## config.mk

```make
export PLATFORM = sky130hd
export DESIGN_NAME = mem_stage_ctrl
export DESIGN_NICKNAME = d
export VERILOG_FILES = /design/src/rtl/mem_ctrl_pkg.sv /design/src/rtl/mem_stage_ctrl_hazard_detect.sv /design/src/rtl/mem_stage_ctrl.sv
export SDC_FILE = /design/constraint.sdc
export NUM_CORES = 1
export LEC_CHECK = 0
export ABC_AREA = 1
export CELL_PAD_IN_SITES_DETAIL_PLACEMENT = 0
export CELL_PAD_IN_SITES_GLOBAL_PLACEMENT = 1
export CORE_UTILIZATION = 32
export CTS_BUF_LIST = sky130_fd_sc_hd__clkbuf_2
export DETAILED_ROUTE_END_ITERATION = 16
export GPL_TIMING_DRIVEN = 1
export PLACE_DENSITY = 0.95
export SLEW_MARGIN = 25
export SYNTH_ARGS = -nofsm -noshare
export SYNTH_HDL_FRONTEND = slang
export SYNTH_HIERARCHICAL = 1
export SYNTH_SLANG_ARGS = --single-unit
```

## constraint.sdc

```tcl
create_clock -name clk -period 2.7 [get_ports clk]
set_clock_uncertainty 0.15 [all_clocks]
set_input_delay 0.54 -clock clk [delete_from_list [all_inputs] [get_ports clk]]
set_output_delay 0.54 -clock clk [all_outputs]
set_load 0.02 [all_outputs]
```

## src/rtl/mem_ctrl_pkg.sv

```systemverilog
// Shared definitions for the memory-stage sequencing controller:
// FSM state encoding and sizing of the access timeout counter.
package mem_ctrl_pkg;

  localparam logic [1:0] ST_IDLE   = 2'd0;
  localparam logic [1:0] ST_ACCESS = 2'd1;
  localparam logic [1:0] ST_DONE   = 2'd2;

  typedef enum logic [1:0] {
    S_IDLE   = ST_IDLE,
    S_ACCESS = ST_ACCESS,
    S_DONE   = ST_DONE
  } mem_state_e;

  // Counter must be able to hold values 0..timeout.
  function automatic int cnt_width(input int timeout);
    return $clog2(timeout + 1);
  endfunction

endpackage

```

## src/rtl/mem_stage_ctrl_hazard_detect.sv

```systemverilog
// Load-use hazard detection: the instruction in EX is a load whose
// destination (other than x0) is a source of the instruction in ID.
module hazard_detect #(
  parameter int RF_SIZE = 5
) (
  input  logic [RF_SIZE-1:0] i_rs1_id,
  input  logic [RF_SIZE-1:0] i_rs2_id,
  input  logic [RF_SIZE-1:0] i_rd_ex,
  input  logic               i_mem_read_ex,
  output logic               o_load_use
);

  logic w_rd_nonzero;
  logic w_src_match;

  assign w_rd_nonzero = (i_rd_ex != {RF_SIZE{1'b0}});
  assign w_src_match  = (i_rd_ex == i_rs1_id) || (i_rd_ex == i_rs2_id);
  assign o_load_use   = i_mem_read_ex && w_rd_nonzero && w_src_match;

endmodule

```

## src/rtl/mem_stage_ctrl.sv

```systemverilog
// Memory-stage sequencing controller. Runs each data-memory access as a
// req/ready transaction with timeout, freezes the front of the pipeline
// while an access is outstanding, and inserts a one-cycle bubble on a
// load-use hazard once no memory stall is pending.
module mem_stage_ctrl
  import mem_ctrl_pkg::*;
#(
  parameter int D_WIDTH = 32,
  parameter int A_WIDTH = 32,
  parameter int RF_SIZE = 5,
  parameter int TIMEOUT = 15
) (
  input  logic               clk,
  input  logic               rst_n,
  input  logic [RF_SIZE-1:0] rs1_id,
  input  logic [RF_SIZE-1:0] rs2_id,
  input  logic [RF_SIZE-1:0] rd_ex,
  input  logic               mem_read_ex,
  input  logic               mem_read_mem,
  input  logic               mem_write_mem,
  input  logic [A_WIDTH-1:0] addr_mem,
  input  logic [D_WIDTH-1:0] w_data_mem,
  output logic               dmem_req,
  output logic               dmem_we,
  output logic [A_WIDTH-1:0] dmem_addr,
  output logic [D_WIDTH-1:0] dmem_wdata,
  input  logic               dmem_ready,
  input  logic [D_WIDTH-1:0] dmem_rdata,
  output logic               pc_en,
  output logic               if_id_en,
  output logic               ex_mem_en,
  output logic               id_ex_flush,
  output logic               wb_kill,
  output logic [D_WIDTH-1:0] r_data_mem,
  output logic               bus_err
);

  localparam int CNT_W = cnt_width(TIMEOUT);
  localparam logic [CNT_W-1:0] CNT_LAST = CNT_W'(TIMEOUT - 1);

  mem_state_e         r_state;
  logic [CNT_W-1:0]   r_cnt;
  logic               r_dmem_req;
  logic               r_dmem_we;
  logic [A_WIDTH-1:0] r_dmem_addr;
  logic [D_WIDTH-1:0] r_dmem_wdata;
  logic [D_WIDTH-1:0] r_rdata;
  logic               r_bus_err;

  logic w_access;
  logic w_load_use;
  logic w_mem_stall;

  assign w_access    = mem_read_mem || mem_write_mem;
  // The detect cycle in IDLE already stalls so the MEM instruction cannot
  // advance before its access has even been issued.
  assign w_mem_stall = ((r_state == S_IDLE) && w_access) || (r_state == S_ACCESS);

  hazard_detect #(
    .RF_SIZE(RF_SIZE)
  ) u_hazard_detect (
    .i_rs1_id     (rs1_id),
    .i_rs2_id     (rs2_id),
    .i_rd_ex      (rd_ex),
    .i_mem_read_ex(mem_read_ex),
    .o_load_use   (w_load_use)
  );

  // Access FSM: issue request, wait for ready or timeout, then release for one cycle.
  always_ff @(posedge clk or negedge rst_n) begin
    if (!rst_n) begin
      r_state      <= S_IDLE;
      r_cnt        <= {CNT_W{1'b0}};
      r_dmem_req   <= 1'b0;
      r_dmem_we    <= 1'b0;
      r_dmem_addr  <= {A_WIDTH{1'b0}};
      r_dmem_wdata <= {D_WIDTH{1'b0}};
      r_rdata      <= {D_WIDTH{1'b0}};
      r_bus_err    <= 1'b0;
    end else begin
      case (r_state)
        S_IDLE: begin
          if (w_access) begin
            r_state      <= S_ACCESS;
            r_cnt        <= {CNT_W{1'b0}};
            r_dmem_req   <= 1'b1;
            r_dmem_we    <= mem_write_mem;
            r_dmem_addr  <= addr_mem;
            r_dmem_wdata <= w_data_mem;
          end else begin
            r_state <= S_IDLE;
          end
        end
        S_ACCESS: begin
          // Ready wins over timeout when both land on the last allowed cycle.
          if (dmem_ready) begin
            r_dmem_req <= 1'b0;
            r_cnt      <= {CNT_W{1'b0}};
            r_state    <= S_DONE;
            if (!r_dmem_we) begin
              r_rdata <= dmem_rdata;
            end else begin
              r_rdata <= r_rdata;
            end
          end else if (r_cnt == CNT_LAST) begin
            r_dmem_req <= 1'b0;
            r_bus_err  <= 1'b1;
            r_cnt      <= {CNT_W{1'b0}};
            r_state    <= S_DONE;
            if (!r_dmem_we) begin
              r_rdata <= {D_WIDTH{1'b0}};
            end else begin
              r_rdata <= r_rdata;
            end
          end else begin
            r_cnt <= r_cnt + CNT_W'(1);
          end
        end
        S_DONE: begin
          // The MEM inputs still describe the finished instruction here,
          // so a new access can only be seen from IDLE.
          r_state <= S_IDLE;
        end
        default: begin
          r_state    <= S_IDLE;
          r_dmem_req <= 1'b0;
          r_cnt      <= {CNT_W{1'b0}};
        end
      endcase
    end
  end

  // Pipeline enable decode: memory stall dominates, then load-use bubble.
  always_comb begin
    pc_en       = 1'b1;
    if_id_en    = 1'b1;
    ex_mem_en   = 1'b1;
    id_ex_flush = 1'b0;
    wb_kill     = 1'b0;
    if (w_mem_stall) begin
      pc_en       = 1'b0;
      if_id_en    = 1'b0;
      ex_mem_en   = 1'b0;
      id_ex_flush = 1'b0;
      wb_kill     = 1'b1;
    end else if (w_load_use) begin
      pc_en       = 1'b0;
      if_id_en    = 1'b0;
      ex_mem_en   = 1'b1;
      id_ex_flush = 1'b1;
      wb_kill     = 1'b0;
    end else begin
      pc_en       = 1'b1;
      if_id_en    = 1'b1;
      ex_mem_en   = 1'b1;
      id_ex_flush = 1'b0;
      wb_kill     = 1'b0;
    end
  end

  assign dmem_req   = r_dmem_req;
  assign dmem_we    = r_dmem_we;
  assign dmem_addr  = r_dmem_addr;
  assign dmem_wdata = r_dmem_wdata;
  assign r_data_mem = r_rdata;
  assign bus_err    = r_bus_err;

endmodule

```

After elaboration in Yosys (flattened, before gate mapping)
Index checks and enable logic that the tools add are counted.
{ "totals": {"ramBits": 0, "mem_count": 0, "ff_bits": 105, "rom_bits": 0, "latch_bits": 0} }
{ "op_classes": {"reduce_logical": 14, "bitwise_logic": 3, "shifts": 0, "eq_ne": 7, "div": 0, "n_mul": 0, "add_sub_neg": 1, "n_mux": 22, "n_lt_le_gt_ge": 0} }
{ "op_table": {"columns": ["operator", "count"], "rows": [
  ["two-way mux 32 bit", 4],
  ["two-way mux 4 bit", 3],
  ["case mux 4 bit (3 select lines)", 1],
  ["== test 5 bit", 2],
  ["two-way mux 1 bit", 10],
  ["AND reduction 3 bit", 3],
  ["nonzero test 5 bit", 1],
  ["adder 4 x 1 -> 4 bit, second input constant", 1],
  ["== test 4 bit, second input constant", 1],
  ["two-way mux 2 bit", 2],
  ["case mux 2 bit (2 select lines)", 1],
  ["AND reduction 2 bit", 2],
  ["logical AND 1 bit", 3],
  ["logical OR 1 bit", 3],
  ["!= test 3 x 2 -> 1 bit, second input constant", 1],
  ["NOT 1 bit", 3],
  ["case mux 1 bit (3 select lines)", 1],
  ["== test 2 x 1 -> 1 bit, second input constant", 1],
  ["== test 2 bit, second input constant", 1],
  ["logical NOT 2 bit", 1],
  ["!= test 2 bit, second input constant", 1],
  ["nonzero test 2 bit", 1]
]} }

Longest topological paths before layout
{ "logic_depth": {"word_depth": 5, "mapped_depth": 8, "depth_no_buf": 8} }

Cells and area by module
The synthesis kept the hierarchy.
{ "by_module_without_submodules": {"columns": ["mod", "instances", "area_each_um2", "cells_per_inst", "seq_area_each_um2"], "rows": [
  ["mem_stage_ctrl", 1, 4359.2, 484, 2627.5],
  ["hazard_detect", 1, 195.2, 45, 0.0]
]} }

Worst setup path before layout
No wires, ideal clock.
{ "synth_path": {"path_type": "input-to-output", "start": "in mem_write_mem", "end": "out pc_en", "slack_ns": 0.264, "arrival_ns": 1.746, "n_path_buf": 2, "stages": 7, "path_cell_list": "inv_1 -> nand2_1 -> nand2_1 -> buf_2 -> nand2_1 -> nor2_1 -> buf_4"} }
{ "synth_via": {"elab_chain_cells": 4} }
{ "synth_lines": {"columns": ["element", "line_no", "text"], "rows": [
  ["start, declared", "mem_stage_ctrl.sv:20", "input logic mem_write_mem,"],
  ["logical OR 1 bit", "mem_stage_ctrl.sv:54", "assign w_access = mem_read_mem || mem_write_mem;"],
  ["logical AND 1 bit", "mem_stage_ctrl.sv:57", "assign w_mem_stall = ((r_state == S_IDLE) && w_access) || (r_state == S_ACCESS);"],
  ["logical OR 1 bit", "mem_stage_ctrl.sv:57", null],
  ["two-way mux 1 bit", null, null],
  ["end, declared", "mem_stage_ctrl.sv:29", "output logic pc_en,"]
]} }
Every way passes these cells.

Worst setup path after layout
{ "layout_path": {"start": "in rd_ex[3]", "end": "out id_ex_flush"} }
{ "layout_via": {"elab_chain_cells": 5, "word_cells_on_any_way": 8} }
{ "layout_lines": {"columns": ["element", "line_no", "text"], "rows": [
  ["start, declared", "mem_stage_ctrl.sv:17", "input logic [RF_SIZE-1:0] rd_ex,"],
  ["== test 5 bit / nonzero test 5 bit (equally long branches)", "mem_stage_ctrl_hazard_detect.sv:17, mem_stage_ctrl_hazard_detect.sv:16", null],
  ["logical OR 1 bit / logical AND 1 bit (equally long branches)", "mem_stage_ctrl_hazard_detect.sv:17, mem_stage_ctrl_hazard_detect.sv:18", null],
  ["logical AND 1 bit *", "mem_stage_ctrl_hazard_detect.sv:18", "assign o_load_use = i_mem_read_ex && w_rd_nonzero && w_src_match;"],
  ["named net w_load_use", "mem_stage_ctrl.sv:51", "logic w_load_use;"],
  ["two-way mux 1 bit *", "mem_stage_ctrl.sv:146", "end else if (w_load_use) begin"],
  ["two-way mux 1 bit *", "mem_stage_ctrl.sv:140", "if (w_mem_stall) begin"],
  ["end, declared", "mem_stage_ctrl.sv:32", "output logic id_ex_flush,"]
]} }
Mark *: on every way through the listed nets, which the timed path passes. The rest lies on a longest branch.

==> impl_metrics.yaml <==
detailed_routing:
  via_count: 4235
  firstDrtPassIters: 6
  wl_per_cell_um: 13.5
  wl_um: 12500
  via_per_inst: 4.58
  ant_nets: 0
  drc: 0
  drtIter0Drc: 218
synthesis:
  yosys.area.top_type_share_pct: 57.7
  async_flop_share_pct: 100
  synthCells: 529
  seq_area_frac_synth_pct: 57.7
  syn_area_per_cell_um2: 8.61
  synth.net_count: 648
  netlist_area_um2: 4550
  yosys.area_share.simple_pct: 33.6
  ys_dominant_reg_cell: "dfrtp_1"
  yosysTopAreaCell: "dfrtp_1"
  synth_top_family_by_area: "simple AND/OR/NAND/NOR gates"
  synthXorXnorAreaFrac_pct: 0.769
  synth_edf_count: 0
  yosys.cell_types.count: 22
  synth_area_leaders: "dfrtp_1 (58%), nand2_1 (18%), nand3_1 (7.7%)"
  synth_compound_area_share_pct: 1.29
  yosysMostFrequentCell: "nand2_1"
  synth_adder_area_share_pct: 0.549
  ys_warn_count: 6
  synth_commonest_cells: "nand2_1 (221), dfrtp_1 (105), nand3_1 (70)"
  ys_seq_elements: 105
  muxShareOfSynthArea_pct: 0
critical_path:
  r2r-start: "r_state[1]"
  crit_type: "in -> out"
  crit_family: "buffers and inverters"
  crit_path_start_kind: "primary input"
  cp.arrival_ns: 1.90
  ff2ff_setup_slack_ns: 0.86
  critPathMostFrequentCell: "nand2_1"
  critPathMaxStageDelay_ns: 0.53
  cp_cell_sequence: "clkdlybuf4s50_1, inv_2, nand2_1, nand2_1, nor2_1, nand3_1, a21oi_2, inv_1, nor2_2, buf_4"
  crit_slowest_cell: "clkdlybuf4s50_1"
  worst-path-buf-inv: 4
  critPathRequiredTime_ns: 2.01
  rr_worst_depth: 5
  cp_max_fo: 3
  setup.worst_path.end_class: "primary output"
  r2r_end: "dmem_wdata[24]"
pwr:
  leakagePower_nw: 3.44
  pwr_density_cell_nw_per_um2: 1080
  ir_drop_mv: 0.595
grt:
  grt-ovfl-total: 0
  antenna_found_initial: 0
  grt_max_degree: 69
  grt_pass1_vias: 4142
  grtUsageTotal_pct: 17.4
  grt_pass1_wl_um: 20300
place:
  placed_area_um2: 6920
  dp_hpwl_um: 8650
  gp_congestion: 0.727
  pre_cts_slack_ns: -0.365
  dpl.cell_count: 907
  numPortBuffers: 220
cts:
  cts_made_buffers: 9
  clk_path_buf_depth: 2
  clock-root-buffer: "clkbuf_2"
  path_clk_slew_ns: 0.29
  cts.sinks: 105
  cts_max_level: 3
  cts_tree: "yes"
  insertion_delay_ns: 0.58
outcome:
  status: "completed"
floorplanning:
  core.rowCount: 43
  die_h_um: 121
  core_area_um2: 13900
  ios: 221
  dieArea_um2: 14700
  initial_core_util_pct: 32.8
  die_w_um: 121
layout:
  instances_no_fill: 925
  antenna_cells: 0
  fin_nets: 859
  final_area_um2: 7030
  drive_gt1_share_pct: 8.05
  syn2layout_area_growth_pct: 54.4
  final.fill_count: 1305
hold_path:
  hold_path.class: "in -> async"
sta:
  fin_ws_ns: 0.111
  period_needed_ns: 2.59
  drv_slew: 0
  worst_pin_slew_ns: 0.706
  rsz0062_at_grt: "no"
  slew_headroom_pct: 53.0
  period_share_pct: 95.9
  fmax_ghz: 0.386
  hold_violations: 0
  finalSetupViolCount: 0
flow_run:
  maxCapViolCount: 0
-- worst max-delay path by stage --
stage / from / end / slack, ns / cells past startpoint
floorplan: mem_write_mem / pc_en / 0.26 / 7
global placement: rd_ex[1] / id_ex_flush / -0.32 / 10
detailed placement: rd_ex[1] / id_ex_flush / -0.37 / 10
CTS: r_state[0] / pc_en / 0.01 / 4
global route: rd_ex[3] / id_ex_flush / 0.03 / 10
finish: rd_ex[3] / id_ex_flush / 0.11 / 10
-- worst reg2reg max path, delay by kind of cell, from the launching register on --
family                 cells  cell delay, ns
DFF                        1            0.47
buffers and inverters      2            0.68
and+or+nand+nor            3            0.51
-- registers in the layout (all words and copies together), names as in the netlist --
register    count
r_cnt           4
dmem_wdata     32
dmem_req        1
dmem_we         1
r_state         2
r_data_mem     32
dmem_addr      32
bus_err         1
-- cell families after synthesis --
kind of cell,after synthesis
AO/OA/AOI/OAI,8
flip-flops,105
AND/OR/NAND/NOR,350
buffers and inverters,60
adder cells (fa/ha/maj),2
XOR/XNOR,4
-- area by class of cell --
class	instances	area, um^2	share of cell area [%]
sequential	105	2630	37.4
multi-input combinational	364	1670	23.7
timing repair buffer	235	2320	33.0
clock inverter	7	55.1	0.783
clock buffer	9	45.0	0.641
tap	180	225	3.20
inverter	25	93.8	1.33
-- cell usage in the layout (no fill, tap or decap), types with 3 or more instances in the layout --
cell / n
buf_4: 15
clkbuf_2: 11
clkdlybuf4s50_1: 211
clkinv_4: 3
dfrtp_1: 105
dlymetal6s2s_1: 3
inv_1: 18
inv_2: 7
nand2_1: 218
nand2_2: 13
nand3_1: 70
nand4_1: 35
nor2_1: 9
o21ai_0: 5
-- power breakdown --
group | switching (mW) | leakage, nW | total [mW] | internal (mW)
clock network | 0.548 | 0.0658 | 0.682 | 0.134
logic | 2.40 | 2.06 | 4.23 | 1.83
registers | 0.408 | 1.31 | 2.70 | 2.29
-- per-layer routing --
layer  GRT usage (%)  vias to the layer above  share of wire, %
met4            6.33                        0               1.4
met3            6.95                       12                11
li1                -                     2119                 -
met5               0                        -                 0
met2            27.5                      163                44
met1            21.4                     1941                43
-- through the flow --
step	util, %	setup TNS, ns	hold WS (ns)	total power [mW]
6_report	50.7	0	0.192	7.61
5_1_grt	50.7	0	0.116	8.20
4_1_cts	50.6	0	0.124	7.72
3_5_place_dp	49.8	-0.899	0.306	7.03
3_3_place_gp	49.8	-0.801	0.301	6.97
2_1_floorplan	-	0	0.0944	4.98
-- what timing repair did --
item,4_1_cts,5_1_grt
pin swaps,0,1
cloned,0,0
endpoints found under the setup margin,5,3
endpoints found under the hold margin,86,0
hold buffers,1,0
gates resized for setup,8,10
setup buffers,1,0
No activity file was read; power rests on OpenSTA's default activity.
